<file path="src/rtl/loteria_pkg.sv">
// Shared types and defaults for the lottery bet entry block and its downstream checker.
package loteria_pkg;

    localparam int DIGITO_W         = 4;
    localparam int DIGITOS_PADRAO   = 5;
    localparam int MAX_JOGOS_PADRAO = 5;
    localparam int JOGOS_W          = 3;

    typedef enum logic [1:0] {
        COLETA   = 2'd0,
        ENVIA    = 2'd1,
        FIM      = 2'd2,
        BLOQUEIO = 2'd3
    } estado_t;

    function automatic logic digito_valido(input logic [DIGITO_W-1:0] t);
        return (t <= DIGITO_W'(9));
    endfunction

endpackage

</file>
<file path="src/rtl/loteria_entrada_if.sv">
// Keypad-side strobes and checker-side outputs of the bet entry block.
interface loteria_entrada_if;
    import loteria_pkg::*;

    logic [DIGITO_W-1:0] tecla;
    logic                tecla_valida;
    logic                apaga;
    logic                confirma;
    logic [DIGITO_W-1:0] numero;
    logic                insere;
    logic                fim_jogo;
    logic                ocupado;
    logic                erro;
    logic [JOGOS_W-1:0]  jogos;
    logic                bloqueado;

    modport master (
        output tecla, tecla_valida, apaga, confirma,
        input  numero, insere, fim_jogo, ocupado, erro, jogos, bloqueado
    );

    modport slave (
        input  tecla, tecla_valida, apaga, confirma,
        output numero, insere, fim_jogo, ocupado, erro, jogos, bloqueado
    );

endinterface

</file>
<file path="src/rtl/loteria_digito_buf.sv">
// Digit register file with push/pop/clear on a fill count and an indexed read port.
module loteria_digito_buf
    import loteria_pkg::*;
#(
    parameter int DIGITOS = DIGITOS_PADRAO
) (
    input  logic                         clock,
    input  logic                         reset,
    input  logic                         push_i,
    input  logic                         pop_i,
    input  logic                         clear_i,
    input  logic [DIGITO_W-1:0]          dado_i,
    input  logic [$clog2(DIGITOS)-1:0]   rd_idx_i,
    output logic [DIGITO_W-1:0]          rd_dado_o,
    output logic [$clog2(DIGITOS+1)-1:0] qtd_o
);
    localparam int CNT_W = $clog2(DIGITOS + 1);
    localparam logic [CNT_W-1:0] CHEIO = CNT_W'(DIGITOS);

    logic [CNT_W-1:0]    qtd_q;
    logic [CNT_W-1:0]    qtd_d;
    logic [DIGITO_W-1:0] slot_w [DIGITOS];

    // Slot contents are not reset: a zero fill count already hides them.
    generate
        for (genvar gi = 0; gi < DIGITOS; gi++) begin : g_slot
            logic [DIGITO_W-1:0] dado_q;

            always_ff @(posedge clock) begin
                if (push_i && (qtd_q == CNT_W'(gi))) begin
                    dado_q <= dado_i;
                end
            end

            assign slot_w[gi] = dado_q;
        end
    endgenerate

    always_comb begin
        qtd_d = qtd_q;
        if (clear_i) begin
            qtd_d = '0;
        end else if (pop_i && (qtd_q != '0)) begin
            qtd_d = qtd_q - 1'b1;
        end else if (push_i && (qtd_q != CHEIO)) begin
            qtd_d = qtd_q + 1'b1;
        end
    end

    always_ff @(posedge clock) begin
        if (reset) begin
            qtd_q <= '0;
        end else begin
            qtd_q <= qtd_d;
        end
    end

    assign rd_dado_o = slot_w[rd_idx_i];
    assign qtd_o     = qtd_q;

endmodule

</file>
<file path="src/rtl/loteria_entrada.sv">
// Keypad bet entry: collects DIGITOS digits, streams them to the checker and counts bets.
module loteria_entrada
    import loteria_pkg::*;
#(
    parameter int DIGITOS   = DIGITOS_PADRAO,
    parameter int MAX_JOGOS = MAX_JOGOS_PADRAO
) (
    input  logic             clock,
    input  logic             reset,
    loteria_entrada_if.slave bus
);
    localparam int CNT_W = $clog2(DIGITOS + 1);
    localparam int IDX_W = $clog2(DIGITOS);
    localparam logic [CNT_W-1:0]   CHEIO        = CNT_W'(DIGITOS);
    localparam logic [IDX_W-1:0]   ULTIMO_ENVIA = IDX_W'(DIGITOS - 2);
    localparam logic [JOGOS_W-1:0] LIMITE       = JOGOS_W'(MAX_JOGOS);

    estado_t             estado_q;
    logic [IDX_W-1:0]    idx_q;
    logic [DIGITO_W-1:0] numero_q;
    logic                insere_q;
    logic                fim_jogo_q;
    logic                ocupado_q;
    logic                erro_q;
    logic [JOGOS_W-1:0]  jogos_q;
    logic                bloqueado_q;

    logic [CNT_W-1:0]    qtd;
    logic [IDX_W-1:0]    rd_idx;
    logic [DIGITO_W-1:0] rd_dado;
    logic                push;
    logic                pop;
    logic                clear;
    logic                tecla_ok;
    logic                alguma_tecla;

    assign tecla_ok     = digito_valido(bus.tecla);
    assign alguma_tecla = bus.tecla_valida | bus.apaga | bus.confirma;

    // idx_q is the digit on numero now, so the read port looks one ahead;
    // from COLETA it points at digit 0 for the first streamed cycle.
    assign rd_idx = (estado_q == ENVIA) ? (idx_q + 1'b1) : '0;

    always_comb begin
        push  = 1'b0;
        pop   = 1'b0;
        clear = 1'b0;
        if (estado_q == COLETA) begin
            if (bus.apaga) begin
                pop = (qtd != '0);
            end else if (!bus.confirma && bus.tecla_valida) begin
                push = tecla_ok && (qtd != CHEIO);
            end
        end else if (estado_q == FIM) begin
            clear = 1'b1;
        end
    end

    loteria_digito_buf #(
        .DIGITOS (DIGITOS)
    ) u_buf (
        .clock     (clock),
        .reset     (reset),
        .push_i    (push),
        .pop_i     (pop),
        .clear_i   (clear),
        .dado_i    (bus.tecla),
        .rd_idx_i  (rd_idx),
        .rd_dado_o (rd_dado),
        .qtd_o     (qtd)
    );

    always_ff @(posedge clock) begin
        if (reset) begin
            estado_q    <= COLETA;
            idx_q       <= '0;
            numero_q    <= '0;
            insere_q    <= 1'b0;
            fim_jogo_q  <= 1'b0;
            ocupado_q   <= 1'b0;
            erro_q      <= 1'b0;
            jogos_q     <= '0;
            bloqueado_q <= 1'b0;
        end else begin
            erro_q <= 1'b0;
            case (estado_q)
                COLETA: begin
                    if (bus.apaga) begin
                        if (qtd == '0) erro_q <= 1'b1;
                    end else if (bus.confirma) begin
                        if (qtd == CHEIO) begin
                            estado_q  <= ENVIA;
                            idx_q     <= '0;
                            numero_q  <= rd_dado;
                            insere_q  <= 1'b1;
                            ocupado_q <= 1'b1;
                        end else begin
                            erro_q <= 1'b1;
                        end
                    end else if (bus.tecla_valida) begin
                        if (!tecla_ok || (qtd == CHEIO)) erro_q <= 1'b1;
                    end
                end
                ENVIA: begin
                    numero_q <= rd_dado;
                    if (idx_q == ULTIMO_ENVIA) begin
                        estado_q   <= FIM;
                        insere_q   <= 1'b0;
                        fim_jogo_q <= 1'b1;
                        if (jogos_q != LIMITE) jogos_q <= jogos_q + 1'b1;
                    end else begin
                        idx_q <= idx_q + 1'b1;
                    end
                end
                FIM: begin
                    numero_q   <= '0;
                    fim_jogo_q <= 1'b0;
                    ocupado_q  <= 1'b0;
                    idx_q      <= '0;
                    if (jogos_q == LIMITE) begin
                        estado_q    <= BLOQUEIO;
                        bloqueado_q <= 1'b1;
                    end else begin
                        estado_q <= COLETA;
                    end
                end
                BLOQUEIO: begin
                    erro_q <= alguma_tecla;
                end
                default: begin
                    estado_q <= COLETA;
                end
            endcase
        end
    end

    assign bus.numero    = numero_q;
    assign bus.insere    = insere_q;
    assign bus.fim_jogo  = fim_jogo_q;
    assign bus.ocupado   = ocupado_q;
    assign bus.erro      = erro_q;
    assign bus.jogos     = jogos_q;
    assign bus.bloqueado = bloqueado_q;

endmodule

</file>
<file path="src/flat_wrapper.sv">
// flat-port wrapper written by rule: the top's interface ports become plain ports
module loteria_entrada_flat import loteria_pkg::*;
#(
    parameter int DIGITOS   = DIGITOS_PADRAO,
    parameter int MAX_JOGOS = MAX_JOGOS_PADRAO
)
  (clock, reset, bus_tecla, bus_tecla_valida, bus_apaga, bus_confirma, bus_numero, bus_insere, bus_fim_jogo, bus_ocupado, bus_erro, bus_jogos, bus_bloqueado);
  loteria_entrada_if bus_i ();
  input  logic clock;
  input  logic reset;
  input wire logic [$bits(bus_i.tecla)-1:0] bus_tecla;
  input wire logic [$bits(bus_i.tecla_valida)-1:0] bus_tecla_valida;
  input wire logic [$bits(bus_i.apaga)-1:0] bus_apaga;
  input wire logic [$bits(bus_i.confirma)-1:0] bus_confirma;
  output wire logic [$bits(bus_i.numero)-1:0] bus_numero;
  output wire logic [$bits(bus_i.insere)-1:0] bus_insere;
  output wire logic [$bits(bus_i.fim_jogo)-1:0] bus_fim_jogo;
  output wire logic [$bits(bus_i.ocupado)-1:0] bus_ocupado;
  output wire logic [$bits(bus_i.erro)-1:0] bus_erro;
  output wire logic [$bits(bus_i.jogos)-1:0] bus_jogos;
  output wire logic [$bits(bus_i.bloqueado)-1:0] bus_bloqueado;
  assign bus_i.tecla = bus_tecla;
  assign bus_i.tecla_valida = bus_tecla_valida;
  assign bus_i.apaga = bus_apaga;
  assign bus_i.confirma = bus_confirma;
  assign bus_numero = bus_i.numero;
  assign bus_insere = bus_i.insere;
  assign bus_fim_jogo = bus_i.fim_jogo;
  assign bus_ocupado = bus_i.ocupado;
  assign bus_erro = bus_i.erro;
  assign bus_jogos = bus_i.jogos;
  assign bus_bloqueado = bus_i.bloqueado;
  loteria_entrada #(.DIGITOS(DIGITOS), .MAX_JOGOS(MAX_JOGOS)) u_core (.clock(clock), .reset(reset), .bus(bus_i));
endmodule
</file>
<file path="config.mk">
export PLATFORM = sky130hd
export DESIGN_NAME = loteria_entrada_flat
export DESIGN_NICKNAME = d
export VERILOG_FILES = /design/src/rtl/loteria_pkg.sv /design/src/rtl/loteria_entrada_if.sv /design/src/rtl/loteria_digito_buf.sv /design/src/rtl/loteria_entrada.sv /design/src/flat_wrapper.sv
export SDC_FILE = /design/constraint.sdc
export NUM_CORES = 1
export LEC_CHECK = 0
export ABC_AREA = 1
export BUFFER_PORTS_ARGS = -buffer_cell sky130_fd_sc_hd__buf_2
export CAP_MARGIN = 20
export CORE_AREA = 5 5 72 74
export CTS_CLUSTER_DIAMETER = 100
export DETAILED_ROUTE_END_ITERATION = 10
export DIE_AREA = 0 0 77 79
export PLACE_DENSITY_LB_ADDON = 0.2
export SYNTH_ARGS = -nofsm -noshare
export SYNTH_HDL_FRONTEND = slang
export SYNTH_HIERARCHICAL = 1
export SYNTH_SLANG_ARGS = --single-unit
</file>
<file path="constraint.sdc">
create_clock -name clock -period 2.01 [get_ports clock]
set_input_delay 0.1005 -clock clock [delete_from_list [all_inputs] [get_ports clock]]
set_output_delay 0.1005 -clock clock [all_outputs]
set_load 0.05 [all_outputs]
</file>
**After elaboration in Yosys (flattened, before gate mapping)**

Cells that the tools add are included.

- Add/subtract/negate cells: 4
- Multipliers: 0
- Divide/modulo/power cells: 0
- Magnitude comparators: 2
- Equal/unequal tests: 17
- Shifts and indexed selects: 0
- Muxes and demuxes: 43
- Bitwise operators: 3
- Reduce and logical (&&, ||, !) cells: 29

Operator list:

| operator | count |
|---|---|
| 3-bit 2-to-1 mux | 7 |
| 4-bit 2-to-1 mux | 5 |
| 1-bit 2-to-1 mux | 18 |
| 5-bit AND reduction | 3 |
| 4-bit binary-select mux with 3-bit select | 1 |
| 4-bit one-hot mux with 3 select lines | 1 |
| 2-bit 2-to-1 mux | 5 |
| 2-bit inequality test (second input constant) | 5 |
| 3-bit by 1-bit adder with 3-bit output (second input constant) | 3 |
| 3-bit by 2-bit equality test with 1-bit output (second input constant) | 3 |
| 3-bit equality test (second input constant) | 3 |
| 1-bit logical AND | 9 |
| 3-bit one-hot mux with 3 select lines | 1 |
| 1-bit one-hot mux with 2 select lines | 4 |
| 4-bit AND reduction | 2 |
| 2-bit nonzero test | 4 |
| 3-bit inequality test (second input constant) | 2 |
| 2-bit one-hot mux with 3 select lines | 1 |
| 3-bit nonzero test | 2 |
| 2-bit equality test (second input constant) | 2 |
| 4-bit greater-or-equal comparator (second input constant) | 1 |
| 4-bit <= comparator (second input constant) | 1 |
| 3-bit inverter with 4-bit output | 1 |
| 2-bit AND reduction | 2 |
| 10 further kinds | 12 |

- Bits in registers: 40
- Bits in latches: 0
- Bits in writable memories: 0
- Bits in read-only memories: 0
- Bits of input ports: 9
- Output and inout bits: 12
- Word-level logic and storage cells: 113
- Memories kept: 0

**Longest topological paths before layout**

- Word-level depth: 10
- Depth in mapped cells: 13
- Mapped depth without buffers: 12

**Modules after synthesis**

The synthesis kept the hierarchy.

By module, submodules not included:

| module | times used | cells each | area an instance (um2) | seq. area each (um2) |
|---|---|---|---|---|
| loteria_digito_buf | 1 | 114 | 1119.8 | 660.6 |
| loteria_entrada | 1 | 131 | 950.9 | 340.3 |

**Least setup slack after synthesis**

OpenSTA, ideal clock, no wires.

- Path type: register to register
- From: reg u_core.estado_q[0]
- To: reg u_core.u_buf.g_slot[0].dado_q[0], enable pin
- Setup time: 0.329 ns
- Arrival: 1.717 ns
- Data required time: 1.681 ns
- Path slack: -0.036 ns
- Stages on the path, launching flop included: 7
- Path buffers: 0
- Clock period less this slack: 2.046 ns
- Path through: dfxtp_1 inv_1 ha_1 inv_1 nor4_1 nand2_1 nor2_1

- Longest elaborated chain between the ends: 3

Ends and longest elaborated chain:

| element | RTL line | RTL |
|---|---|---|
| start, declared | loteria_entrada.sv:18 | `estado_t estado_q;` |
| start signal, assigned | loteria_entrada.sv:75 | `estado_q <= COLETA;` |
| start signal, assigned | loteria_entrada.sv:92 | `estado_q <= ENVIA;` |
| start signal, assigned | loteria_entrada.sv:107 | `estado_q <= FIM;` |
| 2-bit logical NOT | loteria_entrada.sv:48 | `if (estado_q == COLETA) begin` |
| 1-bit 2-to-1 mux | loteria_entrada.sv:48 |  |
| net u_core.push | loteria_entrada.sv:31 | `logic push;` |
| 1-bit logical AND | loteria_digito_buf.sv:30 | `if (push_i && (qtd_q == CNT_W'(gi))) begin` |
| end signal, assigned | loteria_digito_buf.sv:31 | `dado_q <= dado_i;` |
| end, declared | loteria_digito_buf.sv:27 | `logic [DIGITO_W-1:0] dado_q;` |

The timed path passes the listed nets, and every way through them passes these cells.
A chain may end at the register's enable or synchronous reset.

**Worst setup path after layout**

- From: reg u_core.estado_q[0]
- To: reg u_core.u_buf.g_slot[2].dado_q[2], enable pin

- Longest elaborated chain between the ends: 3

Ends and longest elaborated chain:

| element | RTL line |
|---|---|
| 2-bit logical NOT | loteria_entrada.sv:48 |
| 1-bit 2-to-1 mux | loteria_entrada.sv:48 |
| net u_core.push | loteria_entrada.sv:31 |
| 1-bit logical AND | loteria_digito_buf.sv:30 |
| end signal, assigned | loteria_digito_buf.sv:31 |
| end, declared | loteria_digito_buf.sv:27 |

The timed path passes the listed nets, and every way through them passes these cells.

==> flow_metrics.py <==
metrics = {
    "die": {
        "die_w_microns": 77,
        "initial_core_util_pct": 45.7,
        "die_h_microns": 79,
        "die-area_sq_um": 6080,
        "core_sq_um": 4540,
        "io_pins": 21,
        "rows": 25,
    },
    "timing": {
        "hold_ws_ns": 0.0577,
        "finalSetupTns_ns": 0,
        "clock_skew_ns": 0.00627,
        "period_share_pct": 89.8,
        "setup_viol_count_final": 0,
        "rsz0062_at_grt": "false",
        "fin_crit_ns": 1.80,
        "worst_slew_pin_slew_ns": 0.372,
        "hold_viol": 0,
        "slew_viol_final": 0,
        "fmax_mhz": 554,
        "slew_headroom_pct": 75.1,
    },
    "clock_tree": {
        "clk_transition_reported_paths_ns": 0.07,
        "htree_levels": 2,
        "postCtsSetupRepairBufs": 0,
        "cts_max_path_buffers": 2,
        "insertion_delay_ns": 0.29,
        "root_buffer": "clkbuf_8",
        "holdBufCountCts": 0,
        "cts_sinks": 40,
        "cts_tree": "built",
        "post_cts_resized": 0,
        "cts_made_buffers": 5,
    },
    "grt": {
        "grt_antenna_before_repair": 0,
        "grt_pass1_vias": 1583,
        "track_usage_pct": 14.3,
        "grt-ovfl-total": 0,
        "grt_max_degree": 12,
        "grt_pass1_wl_microns": 6890,
    },
    "critical_path": {
        "cpMostUsedCell": "inv_1",
        "worst-path-max-fanout": 4,
        "worstReg2RegEnd": "u_core/u_buf/g_slot[2].dado_q[2]",
        "cpMaxStageDelayCell": "dfxtp_1",
        "start_kind": "register",
        "crit_end": "u_core/u_buf/g_slot[2].dado_q[2]",
        "rr_worst_depth": 7,
        "critPathLaunch": "u_core/estado_q[0]",
        "r2r_setup_slack_ns": 0.21,
        "max_stage_delay_ns": 0.34,
        "r2r-start": "u_core/estado_q[0]",
        "crit_path_end_kind": "register",
        "crit_chain": "inv_1, ha_1, inv_1, nor4_2, buf_4, nand2_1, nor2_1",
        "crit_arrival_ns": 1.76,
        "critPathRequiredTime_ns": 1.96,
        "path_class": "register to register",
    },
    "power": {
        "p_per_area_nw_per_um2": 658,
        "power_leakage_nw": 1.07,
        "combPwrFrac_pct": 10.3,
        "p_int_w": 0.00116,
        "p_sw_w": 0.000374,
        "ir_drop_mv": 0.382,
        "clock_power_share_pct": 32.3,
        "finalPower_w": 0.00154,
        "p_seq_share_pct": 57.4,
        "swShare_pct": 24.3,
    },
    "yosys": {
        "yosys_warnings": 6,
        "synth_seq_cells": 40,
        "avgSynthCellArea_sq_um": 8.45,
        "synth.yosys.seq_area_share_pct": 48.3,
        "synthCells": 245,
        "syn-num-nets": 269,
        "netlist_area_sq_um": 2070,
        "synthDistinctLibCells": 24,
    },
    "detailed_routing": {
        "drt_first_iter_violations": 55,
        "vias": 1589,
        "drcViolationCount": 0,
        "vias_per_cell": 4.84,
        "wl_per_cell_microns": 12.0,
        "ant_nets": 0,
        "dr.pass1.iters": 4,
        "routed_wl_microns": 3930,
    },
    "place": {
        "post_dp_cell_area_sq_um": 2260,
        "io_buffers": 20,
        "hpwl_microns": 3010,
        "placedCellCount": 320,
        "gp_congestion": 0.795,
    },
    "cells_and_area": {
        "diodes": 0,
        "drive_above_1_share_pct": 17.2,
        "fillers": 431,
        "final_nets": 297,
        "mostFrequentLayoutCells": "nand2_1 (55), inv_1 (30), nand3_1 (27)",
        "fin_area_sq_um": 2340,
        "layout.cells.non_filler": 328,
        "areaGrowthSynthToFinish_pct": 12.8,
        "layout.cells.most_common": "nand2_1",
    },
    "flow_run": {
        "maxCapViolations": 0,
    },
    "hold_path": {
        "hold_class": "input port to register",
    },
    "outcome": {
        "outcome": "finished, final reports clean",
    },
}
## power by group through the flow
stage	Clock [W]	Combinational, W	Sequential, W
after global placement	0	0.000158	0.000900
after global routing	0.000560	0.000180	0.000883
after CTS	0.000524	0.000159	0.000882
after floorplan	0	0.000105	0.000910
after detailed placement	0	0.000158	0.000900
final	0.000497	0.000158	0.000882
## worst min path at each step
stage            startpoint                          endpoint  slack, ns  cells after the start
2_1_floorplan  bus_tecla[0]  u_core/u_buf/g_slot[0].dado_q[0]       0.20                      0
3_3_place_gp   bus_tecla[3]  u_core/u_buf/g_slot[3].dado_q[3]       0.36                      1
3_5_place_dp   bus_tecla[3]  u_core/u_buf/g_slot[2].dado_q[3]       0.36                      1
4_1_cts        bus_tecla[3]  u_core/u_buf/g_slot[3].dado_q[3]       0.05                      1
5_1_grt        bus_tecla[3]  u_core/u_buf/g_slot[3].dado_q[3]       0.04                      1
6_report       bus_tecla[3]  u_core/u_buf/g_slot[3].dado_q[3]       0.06                      1
## layout make-up
cell class,instances,area [sq um],share of cell area [%]
clock buffer,7,76.3,3.27
inverter,38,143,6.11
sequential,40,1000,42.8
clock inverter,1,3.75,0.161
timing repair buffer,23,123,5.25
tap,54,67.6,2.89
multi-input combinational,165,922,39.5
## critical path: cells and delay by family, from the launching register on
| family | cells | cell delay [ns] |
|---|---|---|
| adders and majority gates | 1 | 0.17 |
| buffers and inverters | 3 | 0.36 |
| DFF | 1 | 0.34 |
| and+or+nand+nor | 3 | 0.60 |
## state kept, by name, indices dropped and copies added, names as in the netlist
name	flops
u_core/bus.jogos	3
u_core/bus.ocupado	1
u_core/bus.insere	1
u_core/estado_q	2
u_core/u_buf/qtd_o	3
u_core/bus.fim_jogo	1
u_core/u_buf/g_slot.dado_q	20
u_core/bus.numero	4
u_core/idx_q	3
u_core/bus.erro	1
u_core/bus.bloqueado	1
## metal layers
layer	up-vias	part of all wire [%]	GRT usage [%]	wire, microns
li1	852	-	-	-
met5	-	0	0	0
met4	0	2.4	8.42	93
met1	703	48	17.3	1890
met2	27	46	22.7	1800
met3	7	3.7	4.20	147
## cells by family after synthesis
family	Yosys count	share of synthesized area [%]
adder cells (fa/ha/maj)	15	9.06
AO/OA/AOI/OAI	36	9.06
AND/OR/NAND/NOR	114	26.1
buffers and inverters	40	7.43
flip-flops	40	48.3
## synth_stat cells
library cell  instances  area [sq um]
nand2_1              55           206
inv_1                30           113
nand3_1              27           135
dfxtp_1              20           400
edfxtp_1             20           601
nor2_1               19          71.3
a21oi_1              18          90.1
ha_1                 15           188
o21ai_0              13          65.1
inv_2                 7          26.3
nand2_4               5          56.3
o21ai_1               3          15.0
nand4_1               2          12.5
a21oi_2               1          8.76
buf_4                 1          7.51
clkbuf_1              1          3.75
clkinv_1              1          3.75
nand2_2               1          6.26
nand3_2               1          10.0
nand3b_1              1          7.51
nor2_8                1          20.0
nor4_1                1          6.26
o21ai_2               1          8.76
or2_4                 1          8.76
## per-stage QoR
| stage | worst slack, ns | utilization (%) |
|---|---|---|
| 2_1_floorplan | 0.177 | - |
| 3_3_place_gp | 0.279 | 49.7 |
| 3_5_place_dp | 0.216 | 49.7 |
| 4_1_cts | 0.201 | 51.5 |
| 5_1_grt | 0.0268 | 51.5 |
| 6_report | 0.206 | 51.5 |
No activity file was read; power rests on OpenSTA's default activity.
